**src/rtl/pipe_front_regs_if.sv**
```systemverilog
// Hazard-control bundle between the hazard/branch unit and the front-end registers.
// The hazard unit drives it (master); pipe_front_regs consumes it (slave).
interface pipe_front_regs_if;
  logic        PC_Write_i;
  logic        IF_ID_Write_i;
  logic        Bubble_Insertion_i;
  logic        Flush_i;
  logic [31:0] Branch_Target_i;

  modport master (
    output PC_Write_i, IF_ID_Write_i, Bubble_Insertion_i, Flush_i, Branch_Target_i
  );
  modport slave (
    input  PC_Write_i, IF_ID_Write_i, Bubble_Insertion_i, Flush_i, Branch_Target_i
  );
endinterface

```
**src/rtl/pipe_front_regs.sv**
```systemverilog
// Front-end pipeline state: PC, IF/ID and ID/EX registers with stall/bubble/flush
// handling, saturating event counters and a sticky stall-control consistency flag.
module pipe_front_regs #(
  parameter logic [31:0] RESET_PC  = 32'h0000_0000,
  parameter int unsigned CTRL_W    = 8,
  parameter int unsigned COUNT_W   = 16,
  parameter logic [31:0] NOP_INSTR = 32'h0000_0013
) (
  input  logic                clk_i,
  input  logic                rst_i,
  pipe_front_regs_if.slave    ctl,
  input  logic [31:0]         Instr_i,
  input  logic [CTRL_W-1:0]   ID_Ctrl_i,
  input  logic                ID_MemRead_i,
  input  logic [4:0]          ID_Rd_i,
  output logic [31:0]         PC_o,
  output logic [31:0]         IF_ID_PC_o,
  output logic [31:0]         IF_ID_Instr_o,
  output logic                IF_ID_Valid_o,
  output logic [CTRL_W-1:0]   EX_Ctrl_o,
  output logic                EX_MemRead_o,
  output logic [4:0]          EX_Rd_o,
  output logic                EX_Valid_o,
  output logic [COUNT_W-1:0]  Stall_Cnt_o,
  output logic [COUNT_W-1:0]  Bubble_Cnt_o,
  output logic [COUNT_W-1:0]  Flush_Cnt_o,
  output logic                Error_o
);

  logic stall;
  logic take_flush;
  logic ctrl_inconsistent;

  // Branch operands are not valid while stalled, so a flush is only honoured when PC advances.
  always_comb begin
    stall             = !ctl.PC_Write_i;
    take_flush        = ctl.Flush_i && !stall;
    ctrl_inconsistent = (ctl.PC_Write_i != ctl.IF_ID_Write_i) ||
                        (ctl.Bubble_Insertion_i != !ctl.PC_Write_i);
  end

  always_ff @(posedge clk_i) begin
    if (rst_i) begin
      PC_o          <= RESET_PC;
      IF_ID_PC_o    <= '0;
      IF_ID_Instr_o <= NOP_INSTR;
      IF_ID_Valid_o <= 1'b0;
      EX_Ctrl_o     <= '0;
      EX_MemRead_o  <= 1'b0;
      EX_Rd_o       <= '0;
      EX_Valid_o    <= 1'b0;
      Stall_Cnt_o   <= '0;
      Bubble_Cnt_o  <= '0;
      Flush_Cnt_o   <= '0;
      Error_o       <= 1'b0;
    end else begin
      if (!stall) begin
        PC_o <= take_flush ? ctl.Branch_Target_i : PC_o + 32'd4;
      end

      if (ctl.IF_ID_Write_i) begin
        IF_ID_PC_o <= PC_o;
        if (take_flush) begin
          IF_ID_Instr_o <= NOP_INSTR;
          IF_ID_Valid_o <= 1'b0;
        end else begin
          IF_ID_Instr_o <= Instr_i;
          IF_ID_Valid_o <= 1'b1;
        end
      end

      if (ctl.Bubble_Insertion_i) begin
        EX_Ctrl_o    <= '0;
        EX_MemRead_o <= 1'b0;
        EX_Rd_o      <= '0;
        EX_Valid_o   <= 1'b0;
      end else begin
        EX_Ctrl_o    <= ID_Ctrl_i;
        EX_MemRead_o <= ID_MemRead_i;
        EX_Rd_o      <= ID_Rd_i;
        EX_Valid_o   <= IF_ID_Valid_o;
      end

      if (stall && (Stall_Cnt_o != '1)) begin
        Stall_Cnt_o <= Stall_Cnt_o + 1'b1;
      end
      if (ctl.Bubble_Insertion_i && (Bubble_Cnt_o != '1)) begin
        Bubble_Cnt_o <= Bubble_Cnt_o + 1'b1;
      end
      if (take_flush && (Flush_Cnt_o != '1)) begin
        Flush_Cnt_o <= Flush_Cnt_o + 1'b1;
      end

      if (ctrl_inconsistent) begin
        Error_o <= 1'b1;
      end
    end
  end

endmodule

```
**src/flat_wrapper.sv**
```systemverilog
// flat-port wrapper written by rule: the top's interface ports become plain ports
module pipe_front_regs_flat 
#(
  parameter logic [31:0] RESET_PC  = 32'h0000_0000,
  parameter int unsigned CTRL_W    = 8,
  parameter int unsigned COUNT_W   = 16,
  parameter logic [31:0] NOP_INSTR = 32'h0000_0013
)
  (clk_i, rst_i, Instr_i, ID_Ctrl_i, ID_MemRead_i, ID_Rd_i, PC_o, IF_ID_PC_o, IF_ID_Instr_o, IF_ID_Valid_o, EX_Ctrl_o, EX_MemRead_o, EX_Rd_o, EX_Valid_o, Stall_Cnt_o, Bubble_Cnt_o, Flush_Cnt_o, Error_o, ctl_PC_Write_i, ctl_IF_ID_Write_i, ctl_Bubble_Insertion_i, ctl_Flush_i, ctl_Branch_Target_i);
  pipe_front_regs_if ctl_i ();
  input  logic clk_i;
  input  logic rst_i;
  input  logic [31:0] Instr_i;
  input  logic [CTRL_W-1:0] ID_Ctrl_i;
  input  logic ID_MemRead_i;
  input  logic [4:0] ID_Rd_i;
  output logic [31:0] PC_o;
  output logic [31:0] IF_ID_PC_o;
  output logic [31:0] IF_ID_Instr_o;
  output logic IF_ID_Valid_o;
  output logic [CTRL_W-1:0] EX_Ctrl_o;
  output logic EX_MemRead_o;
  output logic [4:0] EX_Rd_o;
  output logic EX_Valid_o;
  output logic [COUNT_W-1:0] Stall_Cnt_o;
  output logic [COUNT_W-1:0] Bubble_Cnt_o;
  output logic [COUNT_W-1:0] Flush_Cnt_o;
  output logic Error_o;
  input wire logic [$bits(ctl_i.PC_Write_i)-1:0] ctl_PC_Write_i;
  input wire logic [$bits(ctl_i.IF_ID_Write_i)-1:0] ctl_IF_ID_Write_i;
  input wire logic [$bits(ctl_i.Bubble_Insertion_i)-1:0] ctl_Bubble_Insertion_i;
  input wire logic [$bits(ctl_i.Flush_i)-1:0] ctl_Flush_i;
  input wire logic [$bits(ctl_i.Branch_Target_i)-1:0] ctl_Branch_Target_i;
  assign ctl_i.PC_Write_i = ctl_PC_Write_i;
  assign ctl_i.IF_ID_Write_i = ctl_IF_ID_Write_i;
  assign ctl_i.Bubble_Insertion_i = ctl_Bubble_Insertion_i;
  assign ctl_i.Flush_i = ctl_Flush_i;
  assign ctl_i.Branch_Target_i = ctl_Branch_Target_i;
  pipe_front_regs #(.RESET_PC(RESET_PC), .CTRL_W(CTRL_W), .COUNT_W(COUNT_W), .NOP_INSTR(NOP_INSTR)) u_core (.clk_i(clk_i), .rst_i(rst_i), .ctl(ctl_i), .Instr_i(Instr_i), .ID_Ctrl_i(ID_Ctrl_i), .ID_MemRead_i(ID_MemRead_i), .ID_Rd_i(ID_Rd_i), .PC_o(PC_o), .IF_ID_PC_o(IF_ID_PC_o), .IF_ID_Instr_o(IF_ID_Instr_o), .IF_ID_Valid_o(IF_ID_Valid_o), .EX_Ctrl_o(EX_Ctrl_o), .EX_MemRead_o(EX_MemRead_o), .EX_Rd_o(EX_Rd_o), .EX_Valid_o(EX_Valid_o), .Stall_Cnt_o(Stall_Cnt_o), .Bubble_Cnt_o(Bubble_Cnt_o), .Flush_Cnt_o(Flush_Cnt_o), .Error_o(Error_o));
endmodule
```
**config.mk**
```make
export PLATFORM = sky130hd
export DESIGN_NAME = pipe_front_regs_flat
export DESIGN_NICKNAME = d
export VERILOG_FILES = /design/src/rtl/pipe_front_regs_if.sv /design/src/rtl/pipe_front_regs.sv /design/src/flat_wrapper.sv
export SDC_FILE = /design/constraint.sdc
export NUM_CORES = 1
export LEC_CHECK = 0
export ABC_CLOCK_PERIOD_IN_PS = 4500
export BUFFER_PORTS_ARGS = -buffer_cell sky130_fd_sc_hd__buf_4
export CAP_MARGIN = 10
export CORE_MARGIN = 1
export CORE_UTILIZATION = 30
export CTS_BUF_LIST = sky130_fd_sc_hd__clkbuf_16
export DETAILED_ROUTE_END_ITERATION = 12
export PLACE_DENSITY_LB_ADDON = 0.05
export SLEW_MARGIN = 10
export SYNTH_ARGS = -nofsm -noshare
export SYNTH_HDL_FRONTEND = slang
export SYNTH_SLANG_ARGS = --single-unit
```
**constraint.sdc**
```tcl
create_clock -name clk_i -period 4.5 [get_ports clk_i]
set_input_delay 1.35 -clock clk_i [delete_from_list [all_inputs] [get_ports clk_i]]
set_output_delay 1.35 -clock clk_i [all_outputs]
set_load 0.01 [all_outputs]
```
# After elaboration in Yosys (flattened, before gate mapping)
# Cells that the tools add are included.
# op_classes
eq_ne	5
n_reduce_logical	7
muxes	3
n_addsub	4
# op_table
operator	count
$mux W32	2
$add A16 B1 Y16 const B	3
$ne A16 B16 Y1 const B	3
$add A32 B3 Y32 const B	1
$logic_and A1 B1 Y1	4
$ne A1 B1 Y1	2
$reduce_or A2 Y1	1
$logic_not A1 Y1	1
$logic_or A1 B1 Y1	1
$mux W1	1
# totals
output_inout_bits	161
regBits	161
inputBits	84
wordCells	31

# Logic depth before layout (Yosys ltp)
# Gate-level depths: netlist of run 1.
# logic_depth
ltp_word	3
ltp_mapped	7
depth_no_buf	6

# Worst setup path before layout of run 1
# Ideal clock, no wire load.
# synth_timing
kind	input-to-reg
startpoint	input port ctl_Flush_i
endpoint	register u_core.Flush_Cnt_o[9]
cell_stages	7
required_time_ns	4.430
n_path_buf	2
slack_ns	1.901
arrival_time_ns	2.528
setup_time_ns	0.070
cell_sequence	buf_2 -> and2_1 -> buf_2 -> and3_1 -> o21ai_0 -> or3_1 -> a21oi_1
# synth_between
elab_chain_len	2
# synth_rtl
element	line_no	source
from (decl)	flat_wrapper.sv:32	input wire logic [$bits(ctl_i.Flush_i)-1:0] ctl_Flush_i;
$logic_and A1 B1 Y1	pipe_front_regs.sv:37	take_flush = ctl.Flush_i && !stall;
$logic_and A1 B1 Y1	pipe_front_regs.sv:90	if (take_flush && (Flush_Cnt_o != '1)) begin
to (signal assigned)	pipe_front_regs.sv:91	Flush_Cnt_o <= Flush_Cnt_o + 1'b1;
to (decl)	pipe_front_regs.sv:26	output logic [COUNT_W-1:0] Flush_Cnt_o,
# Every way passes these cells.
# A chain may end at the register's enable or synchronous reset.

# Final worst setup path of run 1
# layout_timing
startpoint	input port ctl_Flush_i
endpoint	register u_core.PC_o[31]
# layout_between
elab_chain_len	2
# layout_rtl
element	line_no	source
$logic_and A1 B1 Y1	pipe_front_regs.sv:37	
$mux W32	pipe_front_regs.sv:58	PC_o <= take_flush ? ctl.Branch_Target_i : PC_o + 32'd4;
to (signal assigned)	pipe_front_regs.sv:58	
to (decl)	pipe_front_regs.sv:16	output logic [31:0] PC_o,
# Every way passes these cells.

==> flow_summary.toml, run 1 <==
[run_status]
outcome = "complete, no violations"

[detailed_routing]
wl_mm = 22.1
firstDrtPassIters = 4
dr_wl_met2_mm = 10.0
wl_met3_mm = 1.31
wl_met1_mm = 10.4
ant_nets = 0
routed_via_density = 4.90
wire_per_inst_um = 16.3
drt_iter0_markers = 374
top_layer_used = "met4"
num_vias = 6646
drc = 0

[floorplan]
die_y_um = 155
fp-row-count = 55
ios = 245
dieArea_um2 = 24100
start_util_pct = 30.8
die-width_um = 155
core_area_um2 = 22800

[timing]
slew_headroom_pct = 23.5
fin_crit_sh_pct = 59.6
max_freq_mhz = 373
skew_ps = 8.60
setup_tns_ps = 0
worstMarginPinSlew_ps = 1150
finalHoldViolCount = 0
rsz0062_at_grt = "false"
setup_violations = 0
drv_slew = 0
layout_min_cycle_time_ps = 2680

[placement]
portBuffers = 244
postPlaceCellArea_um2 = 9070
hpwl_mm = 14.9
gp_congestion = 0.771

[worst_setup_path]
rr_worst_depth = 5
cp_cell_sequence = "buf_4, inv_1, nand2_1, or4_1, a31oi_1"
cp_top_family = "simple AND/OR/NAND/NOR gates"
worstSetupPathType = "in -> reg"
worstPathRequired_ps = 4850
crit_path_top_delay_cell = "or4_1"
cp_max_fo = 27
slowest_delay_ps = 550
worstSetupStartpointType = "primary input"
reg2reg_to = "u_core.PC_o[18]"
reg2reg_slack_ps = 2090
r2r_start = "u_core.PC_o[2]"
critPathCaptureType = "flip-flop"
cp_num_buf_inv = 2
critPathArrivalTime_ps = 3030

[yosys]
async_reset_ff_share_pct = 0
syn_inst = 818
synth_warnings = 0
ys_seq_area_share_pct = 45.8
ys_ff_latch = 161
avgSynthCellArea_um2 = 8.60
synth.cell_area_um2 = 7030
synth_ff_type = "dfxtp_1"
synth_edf_count = 0
synth_nets = 906
yosysUniqueCellTypes = 65

[layout]
nets = 1118
drive_gt1_share_pct = 27.8
fin_area_um2 = 9640
multi_input_area_um2 = 3550
seq_area_um2 = 3220
area_delta_synth_final_pct = 37.0
fillers = 2362
antenna_cells = 0

[clock_network]
clock-root-buffer = "clkbuf_16"
path_clk_slew_ps = 70
htreeDepth = 4
cts_hold_buf = 0
cts_buffers = 17
cts.sinks = 161
post_cts_buffers = 0
clock_latency_ps = 430
postCtsResizedCells = 0
cts_tree = "yes"
cts_buffer_depth = 2

[global_route]
grt_use_total_pct = 18.2
antenna_found_initial = 0
grt-ovfl-total = 0
grt_pass1_wl_mm = 34.8
grt_max_degree = 101
grt_pass1_vias = 6393

[power]
p_leak_nw = 4.00
p_total_mw = 3.30
power.density_nw_per_um2 = 342
vdd_ir_drop_max_v = 0.000225

[min_path]
hp-class = "reg -> reg"
min_path_cells = 2
holdCritStartpoint = "u_core.IF_ID_Instr_o[22]"
hold_end = "u_core.IF_ID_Instr_o[22]"

[run]
maxCapViolations = 0
[cell usage in the layout (no fill, tap or decap), types with 5 or more instances in the layout]
cell type | synthesis | routed
and2_1 | 17 | 17
o211ai_1 | 10 | 10
nor3_1 | 17 | 17
clkbuf_16 | 0 | 17
inv_8 | 0 | 5
inv_1 | 11 | 11
xor2_1 | 17 | 17
nand2b_1 | 30 | 30
a22oi_1 | 7 | 7
o21ai_0 | 21 | 21
nand3_1 | 47 | 47
dfxtp_1 | 161 | 161
nor4_1 | 14 | 14
mux2i_1 | 43 | 43
a21oi_1 | 60 | 60
buf_4 | 2 | 248
a31oi_1 | 6 | 6
and3_1 | 16 | 16
nand2_1 | 55 | 54
xnor2_1 | 18 | 18
nor2_1 | 113 | 113
a211oi_1 | 13 | 13
and4_1 | 5 | 5
nand4_1 | 18 | 18
[layer usage]
metal	global-route usage, %	up-vias
met3	4.96	27
met1	23.7	3091
met5	0	-
met4	6.55	0
li1	-	3327
met2	28.8	201
[report_power, final]
group	switching, mW	leakage (nW)	total [mW]	internal [mW]
clock	0.688	0.273	1.43	0.737
sequential	0.0556	1.31	1.53	1.48
combinational	0.170	2.42	0.341	0.171
[registers in the layout, summed over array words and instances, names as in the netlist, 5 cells and up]
| signal | flops |
|---|---|
| u_core.IF_ID_Instr_o | 32 |
| u_core.Stall_Cnt_o | 16 |
| u_core.EX_Rd_o | 5 |
| u_core.EX_Ctrl_o | 8 |
| u_core.Flush_Cnt_o | 16 |
| u_core.PC_o | 32 |
| u_core.IF_ID_PC_o | 32 |
| u_core.Bubble_Cnt_o | 16 |
[worst max path at each step]
stage,startpoint,cells after the start,slack [ps],to
after floorplan,ctl_Flush_i,7,1900,u_core.Flush_Cnt_o[9]
after global placement,ctl_PC_Write_i,4,1480,u_core.PC_o[16]
after detailed placement,ctl_Flush_i,5,1360,u_core.PC_o[31]
after CTS,ctl_Flush_i,5,1830,u_core.PC_o[31]
after global routing,ctl_PC_Write_i,7,1710,u_core.Flush_Cnt_o[10]
final,ctl_Flush_i,5,1820,u_core.PC_o[31]
[worst reg2reg max path, stage by stage, from the launching register on]
cell	delay, ps
dfxtp_1	580
ha_1	410
nand4_1	510
nor2_1	450
a311oi_1	150
a211oi_1	230
[cell usage after synthesis, types with 3 or more instances]
library cell  instances  share of area (%)
ha_1                  4               0.71
inv_1                11               0.59
a41o_1                3               0.43
and2_1               17                1.5
nand2b_1             30                2.7
nor3_1               17                1.2
o211ai_1             10                1.1
clkbuf_1             44                2.3
nor4_1               14                1.2
or3_1                 4               0.36
xor2_1               17                2.1
and3_1               16                1.4
buf_2                 5               0.36
mux2i_1              43                6.1
a21oi_1              60                4.3
a31oi_1               6               0.53
a211oi_1             13                1.4
nor3b_1               4               0.43
buf_1                 4               0.21
o22ai_1               3               0.27
a311oi_1              4               0.50
and4_1                5               0.62
o21ai_0              21                1.5
nand3_1              47                3.3
nand2_1              55                2.9
nand4_1              18                1.6
nor2_1              113                6.0
a22oi_1               7               0.75
dfxtp_1             161                 46
xnor2_1              18                2.2
[kinds of logic after synthesis]
kind of cell / share of synthesized area, %
AO/OA/AOI/OAI: 13.4
XOR/XNOR: 4.36
adder cells (fa/ha/maj): 0.712
buffers and inverters: 3.77
flip-flops: 45.8
multiplexers: 6.12
AND/OR/NAND/NOR: 25.8
[final cells by class]
cell class | instances | area share, %
Sequential cell | 161 | 33.4
Timing Repair Buffer | 248 | 19.3
Inverter | 12 | 0.467
Clock inverter | 15 | 1.49
Multi-Input combinational cell | 590 | 36.8
Tap cell | 313 | 4.06
Clock buffer | 17 | 4.41
[through the flow]
step                      hold WS [ps]  utilization (%)  worst slack [ps]  cells
after floorplan                    490                -              1900    818
after global routing               490             42.2              1710   1356
after detailed placement           460             39.7              1360   1324
after global placement             457             39.7              1480   1324
final                              469             42.2              1820   1356
after CTS                          472             42.2              1830   1356
(Power assumes the default switching activity.)
==> run 2, diff against run 1 <==
--- a/config.mk
+++ b/config.mk
@@ -5,7 +5,7 @@
 export SDC_FILE = /design/constraint.sdc
 export NUM_CORES = 1
 export LEC_CHECK = 0
-export ABC_CLOCK_PERIOD_IN_PS = 4500
+export ABC_CLOCK_PERIOD_IN_PS = 2450
 export BUFFER_PORTS_ARGS = -buffer_cell sky130_fd_sc_hd__buf_4
 export CAP_MARGIN = 10
 export CORE_MARGIN = 1
==> constraint.sdc (replaced) <==
create_clock -name clk_i -period 2.45 [get_ports clk_i]
set_input_delay 0.735 -clock clk_i [delete_from_list [all_inputs] [get_ports clk_i]]
set_output_delay 0.735 -clock clk_i [all_outputs]
set_load 0.01 [all_outputs]
==> flow_summary.toml, run 2 (same netlist as run 1, synthesis figures left out) <==
[detailed_routing]
drt_iter0_markers = 304
wire_per_inst_um = 15.8
ant_nets = 0
routed_via_density = 4.83
drc = 0
num_vias = 6671
firstDrtPassIters = 4
wl_mm = 21.8

[min_path]
hp-class = "reg -> reg"

[layout]
drive_gt1_share_pct = 29.4
final_common_cell = "buf_4"
fillers = 2413
final_cells = 1380
antenna_cells = 0
final_util_pct = 43.2
final_cell_mix = "271 x buf_4, 161 x dfxtp_1, 113 x nor2_1"
nets = 1143
reg_top3 = "u_core.IF_ID_Instr_o (32), u_core.IF_ID_PC_o (32), u_core.PC_o (32)"
area_delta_synth_final_pct = 40.4

[floorplan]
ios = 245
start_util_pct = 30.8
fp-row-count = 55
dieArea_um2 = 24100
die_y_um = 155
die-width_um = 155
core_area_um2 = 22800

[power]
p_seq_share_pct = 44.9
power.switching_mw = 1.62
vdd_ir_drop_max_v = 0.000392
power.density_nw_per_um2 = 629
clockPowerShare_pct = 44.0
intPower_mw = 4.59
p_comb_share_pct = 11.0
swShare_pct = 26.1
p_leak_nw = 4.15

[clock_network]
cts_buffer_depth = 2
cts_buffers = 17
htreeDepth = 4
post_cts_buffers = 0
cts_tree = "yes"
path_clk_slew_ps = 70
clock-root-buffer = "clkbuf_16"
clock_latency_ps = 420
postCtsResizedCells = 0
cts_hold_buf = 0
cts.sinks = 161

[worst_setup_path]
critPathArrivalTime_ps = 2340
slowest_delay_ps = 470
worstSetupStartpointType = "flip-flop"
critPathCaptureType = "flip-flop"
worstSetupPathType = "reg -> reg"
worstPathRequired_ps = 2750
crit_path_top_delay_cell = "o21ai_0"
cp_max_fo = 12
cp_cell_sequence = "and4_1, nand4_1, o21ai_0, mux2i_1, nor2_1"

[placement]
dp.cells = 1349
portBuffers = 244
hpwl_mm = 15.5
gp_congestion = 0.771

[global_route]
antenna_found_initial = 0
grt_max_degree = 101
grt_pass1_wl_mm = 33.9
grt_use_total_pct = 17.9
grt-ovfl-total = 0
grt_pass1_vias = 6168

[timing]
skew_ps = 10.1
setup_tns_ps = 0
drv_slew = 0
layout_min_cycle_time_ps = 2040
worstMarginPinSlew_ps = 601
rsz0062_at_grt = "false"
fin_crit_sh_pct = 83.1
finalHoldViolCount = 0
setup_violations = 0
max_freq_mhz = 491
slew_headroom_pct = 59.7

[run_status]
outcome = "complete, no violations"

[run]
maxCapViolations = 0
## run 2: worst max-delay path: cells and delay by family, from the launching register on
kind	cells	cell delay [ps]
muxes	1	240
DFF	1	410
AOI/OAI and AO/OA	1	470
and+or+nand+nor	3	790
## run 2: final cells by class
type	instances	area, µm²	share of cell area (%)
multi-input combinational	590	3550	35.9
tap	313	392	3.97
clock inverter	14	168	1.70
inverter	12	45.0	0.456
sequential	161	3220	32.6
clock buffer	17	425	4.31
timing repair buffer	273	2070	21.0
## run 2: worst paths after layout
path	from	end	slack, ps	cells after the start
worst max-delay path	u_core.Flush_Cnt_o[2]	u_core.Flush_Cnt_o[1]	410	5
worst min-delay path	u_core.IF_ID_Instr_o[29]	u_core.IF_ID_Instr_o[29]	470	2
worst max register to register	u_core.Flush_Cnt_o[2]	u_core.Flush_Cnt_o[1]	410	5
worst min register to register	u_core.IF_ID_Instr_o[29]	u_core.IF_ID_Instr_o[29]	470	2
## run 2: per-stage QoR
step	power (mW)	worst slack [ps]	cell area, µm²	hold WS, ps
after floorplan	3.16	466	7030	490
after global placement	3.55	441	9280	456
after detailed placement	3.54	424	9280	458
after CTS	6.31	435	9870	470
after global routing	6.48	269	9870	489
final	6.21	414	9870	468
## run 2: power by group through the flow
stage	registers, mW	clock network, mW	logic (mW)
finish	2.79	2.73	0.685
global route	2.80	2.93	0.749
CTS	2.79	2.83	0.697
detailed placement	2.85	0	0.695
global placement	2.85	0	0.695
floorplan	2.89	0	0.273
## run 2: routing by layer
| metal | routed length [µm] | vias up | global-route usage [%] |
|---|---|---|---|
| met5 | 0 | - | 0 |
| li1 | - | 3366 | - |
| met1 | 10200 | 3102 | 24.1 |
| met3 | 1470 | 23 | 4.46 |
| met4 | 240 | 0 | 5.42 |
| met2 | 9900 | 180 | 27.9 |
